<file path="src/rtl/pulse_gen_mc.sv">
// pulse_gen_mc: multi-channel pulse-train generator feeding per-lane serializers.
// Each clk emits one SER_W-bit word per channel (bit 0 is first out on the line).
// Every channel has its own width/delay in bit-times; period and pulse count are shared.
//
// Ports:
//   clk, rst_n       clock; synchronous active-low reset
//   start_i          level; a registered rising edge starts a burst from IDLE
//   abort_i          level; ends an active burst (ARM/RUN) via DONE
//   pulse_num_i      pulses per burst
//   period_i         period in words (0 behaves as 1)
//   width_i/delay_i  per-channel high time / offset in bit-times (slice c = channel c)
//   chan_en_i        per-channel enable
//   busy_o           high in ARM and RUN
//   trig_o           marks word 0 of each period on data_o
//   done_o           one-cycle pulse at burst end
//   pulse_idx_o      index of the pulse shown on data_o
//   data_o           registered output words (slice c = channel c)
//
// Build option: define PULSE_GEN_CONT_EN so that pulse_num_i == 0 runs continuously
// until abort_i. When it is undefined, pulse_num_i == 0 ends the burst straight from ARM.
module pulse_gen_mc #(
  parameter int CH       = 4,
  parameter int SER_W    = 8,
  parameter int WIDTH_W  = 16,
  parameter int NUM_W    = 11,
  parameter int PERIOD_W = 24
) (
  input  logic                  clk,
  input  logic                  rst_n,
  input  logic                  start_i,
  input  logic                  abort_i,
  input  logic [NUM_W-1:0]      pulse_num_i,
  input  logic [PERIOD_W-1:0]   period_i,
  input  logic [CH*WIDTH_W-1:0] width_i,
  input  logic [CH*WIDTH_W-1:0] delay_i,
  input  logic [CH-1:0]         chan_en_i,
  output logic                  busy_o,
  output logic                  trig_o,
  output logic                  done_o,
  output logic [NUM_W-1:0]      pulse_idx_o,
  output logic [CH*SER_W-1:0]   data_o
);

`ifdef PULSE_GEN_CONT_EN
  localparam bit CONT_EN = 1'b1;
`else
  localparam bit CONT_EN = 1'b0;
`endif

  // Bit position within a period, and the end of the high window (delay + width).
  localparam int ABS_W = PERIOD_W + $clog2(SER_W);
  localparam int END_W = WIDTH_W + 1;
  localparam int CMP_W = (ABS_W > END_W) ? ABS_W : END_W;

  typedef enum logic [1:0] {S_IDLE, S_ARM, S_RUN, S_DONE} state_e;

  state_e                state_q;
  logic                  start_r1_q, start_r2_q, start_edge_q;
  logic [NUM_W-1:0]      num_q, pulse_cnt_q, pidx_q;
  logic [PERIOD_W-1:0]   period_q, word_cnt_q;
  logic [CH*WIDTH_W-1:0] width_q, delay_q;
  logic [CH-1:0]         chen_q;
  logic [CH*SER_W-1:0]   data_d, data_q;
  logic                  trig_q, done_q, busy_q;
  logic                  last_word, last_pulse;

  // Per-bit window test for the word currently addressed by word_cnt_q. The window
  // end is never compared past the current period, so clipping is implicit.
  for (genvar c = 0; c < CH; c++) begin : g_ch
    logic [CMP_W-1:0] lo, hi;
    assign lo = CMP_W'(delay_q[c*WIDTH_W +: WIDTH_W]);
    assign hi = CMP_W'(END_W'(delay_q[c*WIDTH_W +: WIDTH_W]) +
                       END_W'(width_q[c*WIDTH_W +: WIDTH_W]));
    for (genvar b = 0; b < SER_W; b++) begin : g_bit
      logic [CMP_W-1:0] abs_b;
      assign abs_b = CMP_W'(word_cnt_q) * CMP_W'(SER_W) + CMP_W'(b);
      assign data_d[c*SER_W + b] = chen_q[c] & (abs_b >= lo) & (abs_b < hi);
    end
  end

  assign last_word  = (word_cnt_q == period_q - PERIOD_W'(1));
  // In continuous mode a zero count never reaches its last pulse.
  assign last_pulse = !(CONT_EN && num_q == '0) && (pulse_cnt_q == num_q - NUM_W'(1));

  always_ff @(posedge clk) begin
    if (!rst_n) begin
      // History regs load as "already high" so a start level held through reset
      // produces no edge once reset releases.
      start_r1_q   <= 1'b1;
      start_r2_q   <= 1'b1;
      start_edge_q <= 1'b0;
      state_q      <= S_IDLE;
      num_q        <= '0;
      period_q     <= PERIOD_W'(1);
      width_q      <= '0;
      delay_q      <= '0;
      chen_q       <= '0;
      word_cnt_q   <= '0;
      pulse_cnt_q  <= '0;
      pidx_q       <= '0;
      data_q       <= '0;
      trig_q       <= 1'b0;
      done_q       <= 1'b0;
      busy_q       <= 1'b0;
    end else begin
      start_r1_q   <= start_i;
      start_r2_q   <= start_r1_q;
      start_edge_q <= start_r1_q & ~start_r2_q;
      data_q       <= '0;
      trig_q       <= 1'b0;
      done_q       <= 1'b0;
      case (state_q)
        S_IDLE: begin
          if (start_edge_q) begin
            state_q <= S_ARM;
            busy_q  <= 1'b1;
          end
        end
        S_ARM: begin
          if (abort_i || (!CONT_EN && pulse_num_i == '0)) begin
            state_q <= S_DONE;
            busy_q  <= 1'b0;
            done_q  <= 1'b1;
          end else begin
            state_q <= S_RUN;
          end
          num_q       <= pulse_num_i;
          period_q    <= (period_i == '0) ? PERIOD_W'(1) : period_i;
          width_q     <= width_i;
          delay_q     <= delay_i;
          chen_q      <= chan_en_i;
          word_cnt_q  <= '0;
          pulse_cnt_q <= '0;
          pidx_q      <= '0;
        end
        S_RUN: begin
          if (abort_i) begin
            state_q <= S_DONE;
            busy_q  <= 1'b0;
            done_q  <= 1'b1;
          end else begin
            data_q <= data_d;
            trig_q <= (word_cnt_q == '0);
            pidx_q <= pulse_cnt_q;
            if (last_word) begin
              word_cnt_q  <= '0;
              pulse_cnt_q <= pulse_cnt_q + NUM_W'(1);
              if (last_pulse) begin
                state_q <= S_DONE;
                busy_q  <= 1'b0;
                done_q  <= 1'b1;
              end
            end else begin
              word_cnt_q <= word_cnt_q + PERIOD_W'(1);
            end
          end
        end
        default: state_q <= S_IDLE;  // S_DONE: one cycle, start edges here are dropped
      endcase
    end
  end

  assign busy_o      = busy_q;
  assign trig_o      = trig_q;
  assign done_o      = done_q;
  assign pulse_idx_o = pidx_q;
  assign data_o      = data_q;

endmodule

</file>
<file path="config.mk">
export PLATFORM = sky130hd
export DESIGN_NAME = pulse_gen_mc
export DESIGN_NICKNAME = d
export VERILOG_FILES = /design/src/rtl/pulse_gen_mc.sv
export SDC_FILE = /design/constraint.sdc
export NUM_CORES = 1
export LEC_CHECK = 0
export BUFFER_PORTS_ARGS = -buffer_cell sky130_fd_sc_hd__buf_2
export CAP_MARGIN = 20
export CORE_ASPECT_RATIO = 0.6
export CORE_MARGIN = 2
export CORE_UTILIZATION = 42
export CTS_BUF_LIST = sky130_fd_sc_hd__clkbuf_8 sky130_fd_sc_hd__clkbuf_16
export DETAILED_ROUTE_END_ITERATION = 10
export GPL_TIMING_DRIVEN = 0
export PLACE_DENSITY = 0.67
export SYNTH_ARGS = -nofsm -noshare
export SYNTH_HDL_FRONTEND = slang
export SYNTH_SLANG_ARGS = --single-unit
</file>
<file path="constraint.sdc">
create_clock -name clk -period 4.06 [get_ports clk]
set_clock_uncertainty 0.1 [all_clocks]
set_input_delay 0.812 -clock clk [delete_from_list [all_inputs] [get_ports clk]]
set_output_delay 0.812 -clock clk [all_outputs]
set_load 0.01 [all_outputs]
</file>
# --- After elaboration in Yosys (flattened, before gate mapping) ---
# Cells that the tools add are included.
classes:
  magnitude_cmp: 64
  n_eq_ne: 10
  n_mux: 26
  n_reduce_logical: 12
  addsub: 15
  n_bitwise: 68
ops:
  columns: ["cell", "n"]
  rows:
  - ["$ge 27x16->1", 32]
  - ["$lt 27x17->1", 32]
  - ["$add 27x3->27 const B", 4]
  - ["$mux 24", 3]
  - ["$add 16x16->17", 4]
  - ["$and 1x1->1", 65]
  - ["$add 27x2->27 const B", 2]
  - ["$logic_not 24->1", 2]
  - ["$pmux 24 s2", 1]
  - ["$pmux 11 s2", 2]
  - ["$mux 11", 3]
  - ["$add 27x1->27 const B", 1]
  - ["$add 24x1->24 const B", 1]
  - ["$eq 24x24->1", 1]
  - ["$sub 24x1->24 const B", 1]
  - ["$add 11x1->11 const B", 1]
  - ["$eq 11x11->1", 1]
  - ["$logic_not 11->1", 1]
  - ["$sub 11x1->11 const B", 1]
  - ["$mux 1", 10]
  - ["$mux 2", 4]
  - ["$ne 2x2->1 const B", 4]
  - ["$ne 3x3->1 const B", 2]
  - ["$pmux 2 s3", 1]
  - ["13 further kinds", 16]
word_totals:
  input_bits: 171
  ff_bits: 253
  output_inout_bits: 46

# --- Longest topological paths before layout ---
# Gate-level depths: netlist of the first run.
depth:
  word_depth: 6
  mapped_depth: 19
  ltp_nobuf: 19

# --- Least setup slack after synthesis of the first run ---
# OpenSTA, ideal clock, no wires.
synth_path:
  path_kind: "flip-flop to flip-flop"
  start: "reg delay_q[17]"
  end: "reg data_q[14] (netlist: data_o[14])"
  slack_ns: 0.002
  required_ns: 3.882
  arrival_time_ns: 3.881
  period_less_slack_ns: 4.058
  stages_incl_launch_ff: 19
  n_path_buf: 1
  setup_ns: 0.078
  cell_sequence: "dfxtp_1 > clkbuf_1 > inv_1 > fa_1 > nor2b_1 > o21ai_0 > a21oi_1 > o211ai_1 > a31oi_1 > a21o_1 > a21oi_1 > xor2_1 > ha_1 > and3_1 > a221o_1 > a211oi_1 > o21ai_0 > a21o_1 > nor3_1"
synth_between:
  elab_chain_len: 3
  word_cells_on_any_way: 5
  classes_between: "add/sub: 1; order compare: 2; bitwise: 2"
synth_rtl:
  columns: ["element", "line", "rtl"]
  rows:
  - ["start: declaration", "61", "logic [CH*WIDTH_W-1:0] width_q, delay_q;"]
  - ["start signal: assignment", "130", "delay_q <= delay_i;"]
  - ["$add 16x16->17 or $ge 27x16->1 (tied branches)", "72, 77", null]
  - ["$lt 27x17->1 or $and 1x1->1 (tied branches)", "77", "assign data_d[c*SER_W + b] = chen_q[c] & (abs_b >= lo) & (abs_b < hi);"]
  - ["$and 1x1->1 (*)", "77", null]
  - ["end signal: assignment", "142", "data_q <= data_d;"]
  - ["end: declaration", "63", "logic [CH*SER_W-1:0] data_d, data_q;"]
# Every way passes the cells marked *; elsewhere a longest branch is shown, timed or not.
# A chain may end at the register's enable or synchronous reset.

# --- Final worst setup path of the first run ---
layout_path:
  start: "reg delay_q[16]"
  end: "reg data_q[10] (netlist: data_o[10])"
# The elaborated chain is that of the path after synthesis.

==> run metrics, run 1 <==
Post-synth top flop=dfxtp_1; minimum clock period=4.11 ns; count of final setup violators=4; slowest cell on the critical path=fa_2; Initial Util=42.4%; Skew-Pair Late Insertion Delay=0.57 ns; multi-input logic area=11700 µm²; hold buffers post-CTS=0; Placer Congestion=0.911; # rows=57; Final ANT Viol Nets=0; Critical Path Fanout Max=5; RSZ-0062 raised after global routing=true; Pins Over Slew Limit=0; Fillers=3795; worst endpoint data arrival time=4.50 ns; Mapped Cells=1942; cell breakdown of the critical path=ha_4 -> inv_2 -> fa_2 -> nor2b_2 -> o21ai_2 -> a21oi_2 -> o211ai_1 -> a31oi_2 -> a21o_1 -> a21oi_2 -> xor2_1 -> ha_1 -> and3_4 -> a221o_1 -> a211oi_4 -> buf_4 -> nand3_2 -> o21ai_2 -> and2_4; final hold viol count=0; Fmax=244 MHz; Clock H-tree levels=1; worst-case clock buffer depth=3; detailed placement HPWL=42100 µm; Post-synth EDFFs=0; DR iter-0 viols=1199; WL/cell=19.8 µm; Layout area overhead=19.6%; DIE AREA=42200 µm²; total wire length=54800 µm; die extent in x=264 µm; Synth async-reset ratio=0%; dpl ws=-0.998 ns; CP required=4.46 ns; crit-path leading delay family=compound AO/OA/AOI/OAI gates; Max VDD drop=0.285 mV; clock buffer count from CTS=26; total grt overflow=0; core box area=40200 µm²; Area contributors post-synth=dfxtp_1 30%, ha_1 14%, mux2i_1 11%; RR Endpoint=data_o[10]; Top Ports=217; status=complete, but fails checks; vias post-DR=15600; DRT Pass-1 Iters=5; CTS Sinks=253; Post-synth top cells=253 x dfxtp_1, 191 x nor2b_1, 190 x ha_1, 180 x mux2i_1, 115 x inv_1; crit path kind=reg -> reg; CTS Root Cell=clkbuf_16; Worst Tran Pin Value=1.03 ns; Port Buffer Count=215; vias in the first global route=15000; Avg Inst Size Synth=8.77 µm²; worst hold stages=2; Leak=8.57 nW; yosys warns=0; Hold Path Origin=start_i; largest net degree at the start of global routing=16; pwr/cell area=551 nW/µm²; Distinct cells, synth=69; count leader, synth=dfxtp_1; sequential share of the synthesized area=29.7%; synthesized flop and latch total=253; post-synth top area share=29.7%; Die H=160 µm; worst min path class=in -> reg; failing checks=setup timing; reg2reg start=delay_q[16]; placed instance area=18800 µm²; CP endpoint kind=register; fin worst setup slack=-0.0461 ns; final worst-path cycle share=101%; CP peak stage delay=0.40 ns; Worst-path clk slew=0.06 ns; WP buf/inv=2; initial antenna violation count=5; final instance area=20400 µm²; Rel. slew slack=31.3%; DRC=0; final design utilization=50.7%; cell area after synthesis=17000 µm²; share of cells above drive strength 1=17.8%; Via-to-Cell Ratio=5.62; Post-Synthesis Net Count=2307; Min-Delay Endpoint=start_r1_q; cell taking the most area after synthesis=dfxtp_1; CTS tree=yes; first-pass GRT wire length=84200 µm; Setup crit start kind=register; R2R setup slack=-0.05 ns; FF-to-FF path depth=19; Final nets=2585; Total GRT Usage=25.1%; Reg area=5090 µm²; Max Cap Violations=0
[power breakdown]
part	internal, mW	switching [mW]
logic	2.29	3.33
clock network	1.26	1.04
registers	2.88	0.429
total	6.43	4.80
[final cells by class]
class,instances,share of cell area (%)
Inverter,115,2.12
Multi-Input combinational cell,1502,57.6
Antenna cell,5,0.0614
Timing Repair Buffer,250,6.63
Tap cell,531,3.26
Buffer,72,1.43
Clock buffer,28,3.33
Clock inverter,17,0.571
Sequential cell,253,25.0
[sequential cells by signal, summed over array words and instances, names as in the netlist]
| signal | count |
|---|---|
| busy_o | 1 |
| word_cnt_q | 24 |
| pulse_cnt_q | 11 |
| chen_q | 4 |
| start_edge_q | 1 |
| done_o | 1 |
| start_r1_q | 1 |
| pulse_idx_o | 11 |
| trig_o | 1 |
| start_r2_q | 1 |
| data_o | 32 |
| num_q | 11 |
| period_q | 24 |
| state_q | 2 |
| delay_q | 64 |
| width_q | 64 |
[worst max path at each step]
stage	endpoint	slack, ns	start	cells past startpoint
2_1_floorplan	data_o[14]	0.002	delay_q[17]	18
3_3_place_gp	data_o[5]	-1.28	delay_q[0]	18
6_report	data_o[10]	-0.05	delay_q[16]	19
4_1_cts	data_o[6]	-0.006	delay_q[0]	19
5_1_grt	data_o[14]	-0.23	delay_q[16]	18
3_5_place_dp	data_o[5]	-1.0	delay_q[0]	19
[cell usage in the layout, fill, tap and decap left out, types with 6 or more instances in the layout]
| cell | count |
|---|---|
| a22o_1 | 11 |
| dfxtp_2 | 8 |
| buf_4 | 34 |
| a21o_1 | 40 |
| a221oi_1 | 9 |
| o21ai_2 | 12 |
| or3_1 | 19 |
| a21oi_1 | 69 |
| clkbuf_1 | 55 |
| a31oi_1 | 34 |
| o211ai_1 | 14 |
| a21boi_0 | 6 |
| dfxtp_1 | 241 |
| nand3_1 | 63 |
| o21a_1 | 15 |
| nor4_1 | 26 |
| o21ai_0 | 47 |
| nor2b_1 | 189 |
| buf_2 | 217 |
| xnor2_1 | 47 |
| and4_1 | 7 |
| mux2i_1 | 180 |
| nor2_1 | 71 |
| a211oi_1 | 12 |
| or2_2 | 9 |
| ha_1 | 186 |
| o2111ai_1 | 7 |
| inv_1 | 123 |
| nand3b_1 | 7 |
| and3_1 | 34 |
| a21oi_2 | 9 |
| xor2_1 | 53 |
| nand2_1 | 92 |
| nor3_1 | 37 |
| buf_1 | 12 |
| nand2b_1 | 40 |
| clkbuf_16 | 26 |
| nand4_1 | 36 |
[metrics by stage]
step                      instances  hold WS (ns)  power [mW]  setup TNS (ns)
after global placement         2688         0.316        8.10          -22.94
after floorplan                1942         0.303        6.92               0
after detailed placement       2689         0.320        8.27          -21.48
after CTS                      2749         0.306        10.9        -0.00583
after global routing           2771         0.325        12.0           -2.68
final                          2773         0.332        11.2          -0.109
[cells by family (layout without fill, tap and decap cells)]
kind of cell,after synthesis,in the layout,synth area share [%]
simple gates,673,673,22.0
mux,181,181,10.6
buf+inv,187,482,4.18
fa+ha+maj,194,194,14.4
xor+xnor,100,100,5.14
flops,253,253,29.7
other cells,0,5,0
compound gates,354,354,13.9
[repair_timing]
action	4_1_cts	5_1_grt
setup endpoints to repair	32	67
gates cloned	0	0
gates resized for setup	93	42
setup buffers	15	19
pin swaps	35	47
[per-layer routing]
metal / part of all wire (%) / track usage [%] / vias up
li1: - / - / 7552
met1: 48 / 37.2 / 7367
met2: 41 / 37.2 / 573
met3: 7.5 / 3.84 / 82
met4: 2.8 / 7.70 / 0
met5: 0 / 0 / -
Note: power is estimated with default switching activity, not from simulation.
==> run 2: changes to the inputs <==
--- a/config.mk
+++ b/config.mk
@@ -5,6 +5,7 @@
 export SDC_FILE = /design/constraint.sdc
 export NUM_CORES = 1
 export LEC_CHECK = 0
+export ABC_AREA = 1
 export BUFFER_PORTS_ARGS = -buffer_cell sky130_fd_sc_hd__buf_2
 export CAP_MARGIN = 20
 export CORE_ASPECT_RATIO = 0.6
==> run 2 against run 1 <==
  * Via count rose by 12%
  * Worst setup slack improved by 0.17 ns
  * Utilization fell by 0.90 points
  * Area after synthesis barely moved
  * Final cell count rose by 14%
  * First-iteration DRC count rose by 31%
  * The run now ends clean
  * Die area barely moved
  * Register-to-register slack improved by 0.17 ns
  * Maximum frequency rose by 4.3%
  * Critical path type unchanged
  * Critical path depth fell by 1
  * Clock power rose by 17%
  * Clock-buffer cell count rose by 1
==> run metrics, run 2 <==
CTS Sinks=253; minimum clock period=3.94 ns; final worst-path cycle share=96.9%; CTS tree=yes; CP peak stage delay=0.36 ns; count of final setup violators=0; Die H=160 µm; Post-synth EDFFs=0; Placer Congestion=0.959; Fmax=254 MHz; sequential share of the synthesized area=29.7%; total wire length=59500 µm; WL/cell=18.8 µm; Leak=9.36 nW; Clock H-tree levels=1; DIE AREA=42200 µm²; status=finished, final reports clean; vias in the first global route=16000; Total GRT Usage=27.2%; final hold viol count=0; commonest non-fill, non-tap cell in the layout=nand2_1; Distinct cells, synth=67; CP endpoint kind=register; Critical Path Fanout Max=6; Post-synth top flop=dfxtp_1; R2R setup slack=0.12 ns; largest net degree at the start of global routing=16; core box area=40200 µm²; Layout area overhead=17.5%; synthesized flop and latch total=253; count leader, synth=nand2_1; Synth async-reset ratio=0%; Worst Tran Pin Value=1.17 ns; crit path kind=reg -> reg; Top Ports=217; Final ANT Viol Nets=0; hold_ws=0.295 ns; placed instance area=18800 µm²; Area contributors post-synth=dfxtp_1 30%, ha_1 14%, a21oi_1 7.2%; worst endpoint data arrival time=4.32 ns; first-pass GRT wire length=90000 µm; Post-Synthesis Net Count=2719; Rel. slew slack=21.9%; # rows=57; Avg Inst Size Synth=7.24 µm²; Port Buffer Count=215; DRT Pass-1 Iters=6; fin worst setup slack=0.124 ns; WP buf/inv=2; slowest cell on the critical path=dfxtp_2; Initial Util=42.4%; post-synth top area share=29.7%; crit-path leading delay family=compound AO/OA/AOI/OAI gates; initial antenna violation count=2; hold buffers post-CTS=0; cell area after synthesis=17000 µm²; CP required=4.45 ns; Pins Over Slew Limit=0; total grt overflow=0; worst-case clock buffer depth=3; yosys warns=0; detailed placement HPWL=46200 µm; Max Cap Violations=0; final instance area=20000 µm²; Setup crit start kind=register; clock buffer count from CTS=27; share of cells above drive strength 1=15.4%; Max VDD drop=0.307 mV; Post-synth top cells=305 x nand2_1, 282 x nor2_1, 273 x inv_1, 253 x dfxtp_1, 244 x a21oi_1; dpl ws=-0.434 ns; Via-to-Cell Ratio=5.51; Mapped Cells=2354; Skew-Pair Late Insertion Delay=0.59 ns; worst min path class=reg -> reg; pwr/cell area=678 nW/µm²; CTS Root Cell=clkbuf_16; cell breakdown of the critical path=ha_1 -> inv_1 -> fa_2 -> o21ai_2 -> a21oi_2 -> o21ai_2 -> a21oi_2 -> o21ai_2 -> a21o_1 -> a21oi_1 -> ha_1 -> nand3_1 -> a31oi_1 -> a2111oi_4 -> buf_4 -> nand3_2 -> or2_1 -> nor3_2; most frequent cells in the layout=304 x nand2_1, 281 x nor2_1, 275 x inv_1; Worst-path clk slew=0.06 ns; DR iter-0 viols=1572; final setup TNS=0 ns; cell taking the most area after synthesis=dfxtp_1; DRC=0; vias post-DR=17400; final design utilization=49.8%; die extent in x=264 µm; Final nets=2976; most used cell, CP=o21ai_2
run 2: cell count changes in the layout (fill, tap and decap cells not counted), sizes merged, moves of 27 or more:
cell    change
nand2     +228
inv       +159
nand3      +53
buf        -27
and3       -35
a31oi      -30
a21oi     +167
o21ai     +185
nor2b     -190
mux2i     -180
nand2b     -40
nor2      +232
run 2: layer usage:
layer  vias up  part of all wire (%)  track usage [%]
met5         -                     0                0
met4         0                   2.8             6.97
met3        99                   9.8             6.04
met2       755                    40             39.6
met1      8116                    47             40.4
li1       8464                     -                -
run 2: repair_timing:
item | CTS | global route
buffers inserted | 5 | 8
setup endpoints to repair | 27 | 28
pin swaps | 6 | 17
gates resized for setup | 18 | 39
run 2: layout make-up:
cell class,instances,area [µm²]
fill,4014,20200
multi-input combinational,1749,10800
sequential,253,5070
timing repair buffer,228,1170
inverter,282,1060
clock buffer,29,703
tap,531,664
buffer,70,317
clock inverter,21,241
antenna,2,5.00
run 2: worst paths after layout:
kind / from / end / cells after the start
setup / recovery: delay_q[32] / data_o[22] / 18
hold / removal: start_r2_q / start_edge_q / 1
setup reg to reg: delay_q[32] / data_o[22] / 18
hold reg to reg: start_r2_q / start_edge_q / 1
run 2: cells by family (layout without fill, tap and decap cells):
| kind of cell | after synthesis | in the layout | share of synthesized area [%] |
|---|---|---|---|
| and+or+nand+nor | 864 | 864 | 22.9 |
| adders and majority gates | 194 | 194 | 14.4 |
| buffers and inverters | 352 | 630 | 8.10 |
| AOI/OAI and AO/OA | 590 | 590 | 19.5 |
| xor gates and xnor gates | 101 | 101 | 5.27 |
| DFF | 253 | 253 | 29.7 |
| other | 0 | 2 | 0 |
run 2: report_power, final:
part	total, mW	leakage [nW]	switching [mW]	internal (mW)
combinational	7.28	6.83	4.90	2.38
sequential	3.61	2.07	0.508	3.10
clock	2.68	0.455	1.16	1.52
total	13.6	9.36	6.57	7.00
run 2: per-stage QoR:
step	instances	total power, mW
6_report	3165	13.6
5_1_grt	3165	14.6
4_1_cts	3155	13.3
3_5_place_dp	3100	10.5
3_3_place_gp	3100	10.3
2_1_floorplan	2354	8.49
